--- src/rtl/fifo_sched_pkg.sv ---
// Shared types and helpers for the FIFO share scheduler: capture FSM states and
// an index-width helper that never collapses to zero bits.
package fifo_sched_pkg;

  typedef enum logic [1:0] {
    IDLE  = 2'd0,
    ARMED = 2'd1,
    TRACK = 2'd2,
    DONE  = 2'd3
  } trk_state_e;

  function automatic int clog2_min1(input int n);
    return (n <= 2) ? 1 : $clog2(n);
  endfunction

endpackage

--- src/rtl/rr_arbiter.sv ---
// Round-robin arbiter: grants the first requester at or above rr_ptr, wrapping
// from NREQ-1 back to 0. Purely combinational.
module rr_arbiter
  import fifo_sched_pkg::*;
#(
  parameter int NREQ = 4,
  parameter int IDXW = clog2_min1(NREQ)
) (
  input  logic [NREQ-1:0] req,
  input  logic [IDXW-1:0] rr_ptr,
  input  logic            enable,
  output logic [NREQ-1:0] gnt,
  output logic [IDXW-1:0] winner
);

  logic            found;
  logic [IDXW:0]   sum;
  logic [IDXW-1:0] idx;

  always_comb begin
    gnt    = '0;
    winner = '0;
    found  = 1'b0;
    sum    = '0;
    idx    = '0;
    for (int k = 0; k < NREQ; k++) begin
      sum = {1'b0, rr_ptr} + (IDXW+1)'(k);
      if (sum >= (IDXW+1)'(NREQ)) sum = sum - (IDXW+1)'(NREQ);
      idx = sum[IDXW-1:0];
      if (enable && !found && req[idx]) begin
        found    = 1'b1;
        gnt[idx] = 1'b1;
        winner   = idx;
      end
    end
  end

endmodule

--- src/rtl/fifo_share_scheduler.sv ---
// Shares one FIFO write port among NREQ producers (round-robin), tracks occupancy,
// and follows one "magic" packet from its push to its pop for the scoreboard.
module fifo_share_scheduler
  import fifo_sched_pkg::*;
#(
  parameter int NREQ   = 4,
  parameter int DEPTH  = 8,
  parameter int WIDTH  = 8,
  parameter int CNTWID = $clog2(DEPTH) + 1,
  parameter int IDXW   = clog2_min1(NREQ)
) (
  input  logic                  clk,
  input  logic                  rst,
  input  logic [NREQ-1:0]       req,
  input  logic [NREQ*WIDTH-1:0] req_data,
  output logic [NREQ-1:0]       gnt,
  input  logic                  pop_req,
  output logic                  pop,
  output logic                  push,
  output logic [WIDTH-1:0]      data_in,
  input  logic                  arm,
  input  logic [IDXW-1:0]       arm_src,
  output logic                  start,
  output logic                  mp_exit,
  output logic [CNTWID-1:0]     cnt,
  output logic                  empty,
  output logic                  full,
  output logic [1:0]            trk_state
);

  // Handshake: a producer holds req[i] and req_data until it sees gnt[i] in the
  // same cycle; the transfer happens on that clock edge. pop_req/pop behave the same.

  logic [CNTWID-1:0] cnt_q, cnt_d;
  logic [IDXW-1:0]   rr_ptr_q, rr_ptr_d;
  logic [IDXW-1:0]   src_q, src_d;
  logic [CNTWID-1:0] pos_q, pos_d;
  trk_state_e        state_q, state_d;
  logic [IDXW-1:0]   winner;

  assign full  = (cnt_q == CNTWID'(DEPTH));
  assign empty = (cnt_q == '0);

  rr_arbiter #(.NREQ(NREQ), .IDXW(IDXW)) u_arb (
    .req    (req),
    .rr_ptr (rr_ptr_q),
    .enable (!full),
    .gnt    (gnt),
    .winner (winner)
  );

  always_comb begin
    push    = |gnt;
    pop     = pop_req & !empty;
    data_in = '0;
    for (int i = 0; i < NREQ; i++) begin
      if (gnt[i]) data_in = req_data[i*WIDTH +: WIDTH];
    end

    cnt_d = cnt_q;
    if (push && !pop)      cnt_d = cnt_q + 1'b1;
    else if (pop && !push) cnt_d = cnt_q - 1'b1;

    rr_ptr_d = rr_ptr_q;
    if (push) rr_ptr_d = (winner == IDXW'(NREQ-1)) ? '0 : winner + 1'b1;
  end

  // Capture FSM: pos counts entries still ahead of the magic packet.
  always_comb begin
    state_d = state_q;
    src_d   = src_q;
    pos_d   = pos_q;
    start   = 1'b0;
    mp_exit = 1'b0;
    unique case (state_q)
      IDLE: begin
        if (arm) begin
          state_d = ARMED;
          src_d   = arm_src;
        end
      end
      ARMED: begin
        if (gnt[src_q]) begin
          start   = 1'b1;
          state_d = TRACK;
          pos_d   = cnt_q - CNTWID'(pop);
        end
      end
      TRACK: begin
        if (pop) begin
          if (pos_q == '0) begin
            mp_exit = 1'b1;
            state_d = DONE;
          end else begin
            pos_d = pos_q - 1'b1;
          end
        end
      end
      DONE:    state_d = IDLE;
      default: state_d = IDLE;
    endcase
  end

  always_ff @(posedge clk or negedge rst) begin
    if (!rst) begin
      cnt_q    <= '0;
      rr_ptr_q <= '0;
      src_q    <= '0;
      pos_q    <= '0;
      state_q  <= IDLE;
    end else begin
      cnt_q    <= cnt_d;
      rr_ptr_q <= rr_ptr_d;
      src_q    <= src_d;
      pos_q    <= pos_d;
      state_q  <= state_d;
    end
  end

  assign cnt       = cnt_q;
  assign trk_state = state_q;

endmodule
--- config.mk ---
export PLATFORM = sky130hd
export DESIGN_NAME = fifo_share_scheduler
export DESIGN_NICKNAME = d
export VERILOG_FILES = /design/src/rtl/fifo_sched_pkg.sv /design/src/rtl/rr_arbiter.sv /design/src/rtl/fifo_share_scheduler.sv
export SDC_FILE = /design/constraint.sdc
export NUM_CORES = 1
export LEC_CHECK = 0
export CORE_UTILIZATION = 45
export DETAILED_ROUTE_END_ITERATION = 8
export HOLD_SLACK_MARGIN = 0.06
export PLACE_DENSITY = 0.86
export RECOVER_POWER = 100
export SETUP_SLACK_MARGIN = 0.15
export SLEW_MARGIN = 20
export SYNTH_ARGS = -nofsm -noshare
export SYNTH_HDL_FRONTEND = slang
export SYNTH_SLANG_ARGS = --single-unit
export TNS_END_PERCENT = 20
--- constraint.sdc ---
create_clock -name clk -period 5.52 [get_ports clk]
set_clock_uncertainty 0.1 [all_clocks]
set_input_delay 0.552 -clock clk [delete_from_list [all_inputs] [get_ports clk]]
set_output_delay 0.552 -clock clk [all_outputs]
set_load 0.005 [all_outputs]
Word-level counts from Yosys, hierarchy flattened --
Cells that the tools add are included. W data, S select, Z words.
Word-level totals: register bits 14, bits of input ports 42
Cells by class: $add $sub $neg 12, $lt $le $gt $ge 13, bitwise logic cells 4, reduce and logical (&&, ||, !) cells 29, multiplexer cells 54, eq/ne operators 10
Operator list (number):
- $mux W4 | 9
- $mux W8 | 4
- $mux W2 | 13
- $mux W1 | 17
- $lt A2 B3 Y1 const B | 5
- $logic_and A1 B1 Y1 | 13
- $or A4 B4 Y4 | 3
- $bmux W1 S2 | 5
- $ne A2 B2 Y1 const B | 5
- $ge A3 B3 Y1 const B | 3
- $demux W1 S2 | 4
- $ge A2 B1 Y1 const B | 4
- $logic_not A4 Y1 | 2
- $pmux W2 S4 | 1
- $pmux W4 S2 | 1
- $reduce_and A4 Y1 | 2
- $sub A2 B1 Y2 const B | 4
- $sub A4 B1 Y4 const B | 2
- $logic_not A1 Y1 | 7
- $add A2 B2 Y3 const B | 2
- $eq A2 B2 Y1 const B | 3
- $add A4 B1 Y4 const B | 1
- $eq A4 B4 Y1 const B | 1
- $reduce_bool A2 Y1 | 2
- other kinds (9) | 9

Logic depth before layout (Yosys ltp) --
depth after elaboration 23, mapped depth 19

Hierarchy --
From an unflattened synthesis, not the netlist that was laid out.
Unflattened totals: cells, all modules 208, area, all modules 1803.0 sq um
By module, submodules not included:
- fifo_share_scheduler | area an instance 1241.2 sq um, times used 1, sequential area each 350.3 sq um, cells an instance 140
- rr_arbiter | area an instance 561.8 sq um, times used 1, sequential area each 0.0 sq um, cells an instance 68

Worst setup path after synthesis --
No wires, ideal clock.
path kind reg2reg, start register (tool-made name), end register cnt_q[3], in the netlist cnt[3], arrival time 4047 ps, data required time 5292 ps, stages on the path, launching flop included 20, setup slack 1245 ps, period minus slack after synthesis 4275 ps, path through dfrtp_1 > buf_2 > clkbuf_1 > inv_1 > ha_1 > buf_4 > mux2_1 > or4_4 > a21oi_4 > a221oi_2 > buf_6 > nand4_1 > ha_1 > inv_1 > ha_1 > a21o_1 > a21oi_1 > xnor2_1 > nor2_1 > xor2_1
RTL lines:
- end signal, assigned | RTL line fifo_share_scheduler.sv:112 | cnt_q <= cnt_d;
- end, declared | RTL line fifo_share_scheduler.sv:34 | logic [CNTWID-1:0] cnt_q, cnt_d;

Worst setup path in the final report --
start register rr_ptr_q[1], end output port data_in[2]
On the way: word-level cells in the longest chain between the ends 22
RTL lines:
- start, declared | RTL line fifo_share_scheduler.sv:35 | logic [IDXW-1:0] rr_ptr_q, rr_ptr_d;
- start signal, assigned | RTL line fifo_share_scheduler.sv:113 | rr_ptr_q <= rr_ptr_d;
- branches (longest 17 deep; another with $add A2 B1 Y3)
- $mux W4 (*) | RTL line rr_arbiter.sv:30 | if (enable && !found && req[idx]) begin
- $mux W8 (3 in a row) | RTL line fifo_share_scheduler.sv:57 | if (gnt[i]) data_in = req_data[i*WIDTH +: WIDTH];
- $mux W8 (*) | RTL line fifo_share_scheduler.sv:57
- end, declared | RTL line fifo_share_scheduler.sv:20 | output logic [WIDTH-1:0] data_in,
Mark *: on every way between the ends. The select of a mux whose other input is x is not followed.

==> metrics.md <==
| Metric | Value |
|---|---|
| First-pass GRT wire length | `7290 um` |
| Period minus WS final | `5.01 ns` |
| Setup crit end | `data_in[2]` |
| Post-synth top flop | `dfrtp_1` |
| Die area | `0.00414 mm^2` |
| CTS tree | `done` |
| Drt first pass iters | `4` |
| Width of the die | `64.3 um` |
| Post-synth top area cell | `dfrtp_1` |
| Yosys warns | `0` |
| Syn Inst Count | `194` |
| Worst-Skew Late Latency | `0.25 ns` |
| Area Overhead vs Synth | `40.2%` |
| Site Rows | `22` |
| FF-to-FF setup slack | `0.90 ns` |
| Post-synth EDFFs | `0` |
| Reg2reg end | `cnt[3]` |
| Number of global-route vias before repair | `1574` |
| CP arrival | `4.36 ns` |
| FF+latch area | `352 um^2` |
| Slew @ Worst Pin | `0.670 ns` |
| # port buffers | `65` |
| Origin of the worst setup path | `rr_ptr_q[1]` |
| Mean routed wirelength per cell | `14.7 um` |
| Area of the multi-input gates | `0.00126 mm^2` |
| Initial DRC count | `72` |
| Top Ports | `66` |
| Final Power | `1.81 mW` |
| Static leakage | `1.02 nW` |
| Chip height | `64.3 um` |
| CTS Sinks | `14` |
| H-tree depth | `1` |
| GRT Total Usage | `22.2%` |
| Root Driver | `clkbuf_8` |
| Finished Layout Cells | `303` |
| Ys async rst share | `100%` |
| Routability cong. | `0.834` |
| Outcome | `completed` |
| Pin count of the biggest net entering global routing | `19` |
| Worst path required time | `4.87 ns` |
| Vias | `1735` |
| CP Class | `reg2out` |
| WL met3 | `325 um` |
| Antenna violations before repair | `0` |
| PD cells | `737 mW/mm^2` |
| Relative slew slack | `55.3%` |
| Final ANT Viol Nets | `0` |
| Max stage delay cell, worst path | `mux4_2` |
| Post-Syn Area | `0.00175 mm^2` |
| Synth area leaders | `dfrtp_1, ha_1, mux4_2, a221oi_1, nand2_1` |
| Final net count | `315` |
| Placed insts | `299` |
| # setup viols final | `0` |
| Hold_buf cts | `0` |
| Crit end category | `output port` |
| Synth top cells by count | `nand2_1, ha_1, inv_1, dfrtp_1, o21ai_0` |
| WL met1 | `1940 um` |
| Diode count | `0` |
| Post-synthesis register bit count | `14` |
| Worst hold path type | `reg2reg` |
| Max-cap viol count | `0` |
| Layout cell share with drive strength beyond 1 | `9.80%` |
| Worst-path clk slew | `0.05 ns` |
| Remaining Overflow, GRT | `0` |
| Fill count | `329` |
| Sequential area share after synthesis | `20.0%` |
| HPWL after DPL | `3390 um` |
| Top layer in use | `met4` |
| Startpoint types | `flip-flop` |
| Final period utilization | `90.7%` |
| Drt drc | `0` |
| Post-synth top area share | `20.0%` |
| Unrepaired setup endpoints after global routing | `no` |
| R2r worst-path depth | `15` |
| Drt via density | `5.73` |
| Distinct cell type count after synthesis | `48` |
| RR Startpoint | `rr_ptr_q[1]` |
| Peak VDD IR | `473 uV` |
| Fmax | `0.200 GHz` |
| Routed WL | `4450 um` |
| CP peak stage delay | `0.62 ns` |
| Setup TNS | `0 ns` |
| Most frequent cell after synthesis | `nand2_1` |
| Post-Syn Nets | `253` |
| CTS max path bufs | `2` |
| Core area | `0.00369 mm^2` |
| Final Max Slew Viols | `0` |
| Final hold violation count | `0` |
| Critical path peak fanout | `11` |
| Depth of the worst hold-timing path | `1` |
| Mapped Avg Cell Area | `9.01 um^2` |
| Inserted Clock Buffers | `3` |
| Crit-path cells | `inv_1 -> ha_1 -> mux4_2 -> nand3b_1 -> a21oi_1 -> a221oi_1 -> inv_1 -> nor2_1 -> a221oi_1 -> o21ai_0 -> clkdlybuf4s50_1` |
| Initial core utilization | `47.4%` |
| Met2 routed WL | `2110 um` |
==> cells in the final DEF (no fill, tap or decap), types with 5 or more instances in the layout <==
cell type         n
a21oi_1           9
a221oi_1         10
clkdlybuf4s50_1  49
dfrtp_1          13
dlygate4sd3_1    16
ha_1             16
inv_1            18
mux4_2            6
nand2_1          19
nand3b_1          5
nor2_1            7
o21ai_0          20
==> cell families after synthesis <==
kind of cell / synth area share, %
AOI/OAI and AO/OA: 27.3
muxes: 14.2
adders and majority gates: 12.6
xor gates and xnor gates: 3.01
buffers and inverters: 7.37
DFF: 20.0
and+or+nand+nor: 15.5
==> routing by layer <==
metal | vias to the layer above | global-route usage [%]
li1 | 851 | -
met4 | 0 | 5.83
met5 | - | 0
met3 | 10 | 4.29
met1 | 808 | 28.8
met2 | 66 | 37.2
==> where the power goes <==
group / switching, mW / internal (mW)
sequential: 0.101 / 0.167
clock: 0.0368 / 0.0633
combinational: 0.686 / 0.752
==> stage by stage <==
step                      util (%)  hold slack, ns  cell area [um^2]  setup WS (ns)
final                         66.5           0.446              2450          0.511
after global routing          66.5           0.455              2450          0.169
after CTS                     66.6           0.437              2460          0.375
after detailed placement      65.1           0.425              2400          0.605
after global placement        65.1           0.410              2400          0.794
after floorplan                  -           0.156              1750           1.25
==> timing repair <==
action / in CTS / in global routing
setup buffers: 0 / 0
endpoints found under the setup margin: 0 / 8
resized for setup: 0 / 1
hold endpoints to repair: 0 / 0
==> cell type report <==
class / instances / share of cell area (%)
sequential: 14 / 14.3
multi-input combinational: 153 / 51.5
clock buffer: 4 / 2.25
tap: 48 / 2.45
timing repair buffer: 65 / 26.5
inverter: 19 / 2.91
==> critical path: cells and delay by family (launching register included) <==
family	cells	cell delay (ns)
compound gates	4	0.83
fa+ha+maj	1	0.50
buf+inv	3	0.96
flops	1	0.56
mux	1	0.62
simple gates	2	0.62
==> sequential cells by signal (all words and copies together), names as in the netlist, named ones only <==
| name | flops |
|---|---|
| cnt | 4 |
| trk_state | 2 |
| src_q | 2 |
| rr_ptr_q | 1 |
| pos_q | 4 |
==> worst min-delay path by stage <==
stage	start	to	slack, ns
4_1_cts	pos_q[0]	pos_q[0]	0.44
3_3_place_gp	pos_q[0]	pos_q[0]	0.41
6_report	pos_q[0]	pos_q[0]	0.45
2_1_floorplan	rst	async pin	0.16
5_1_grt	pos_q[0]	pos_q[0]	0.45
3_5_place_dp	pos_q[0]	pos_q[0]	0.42
Note: power is estimated with default switching activity, not from simulation.
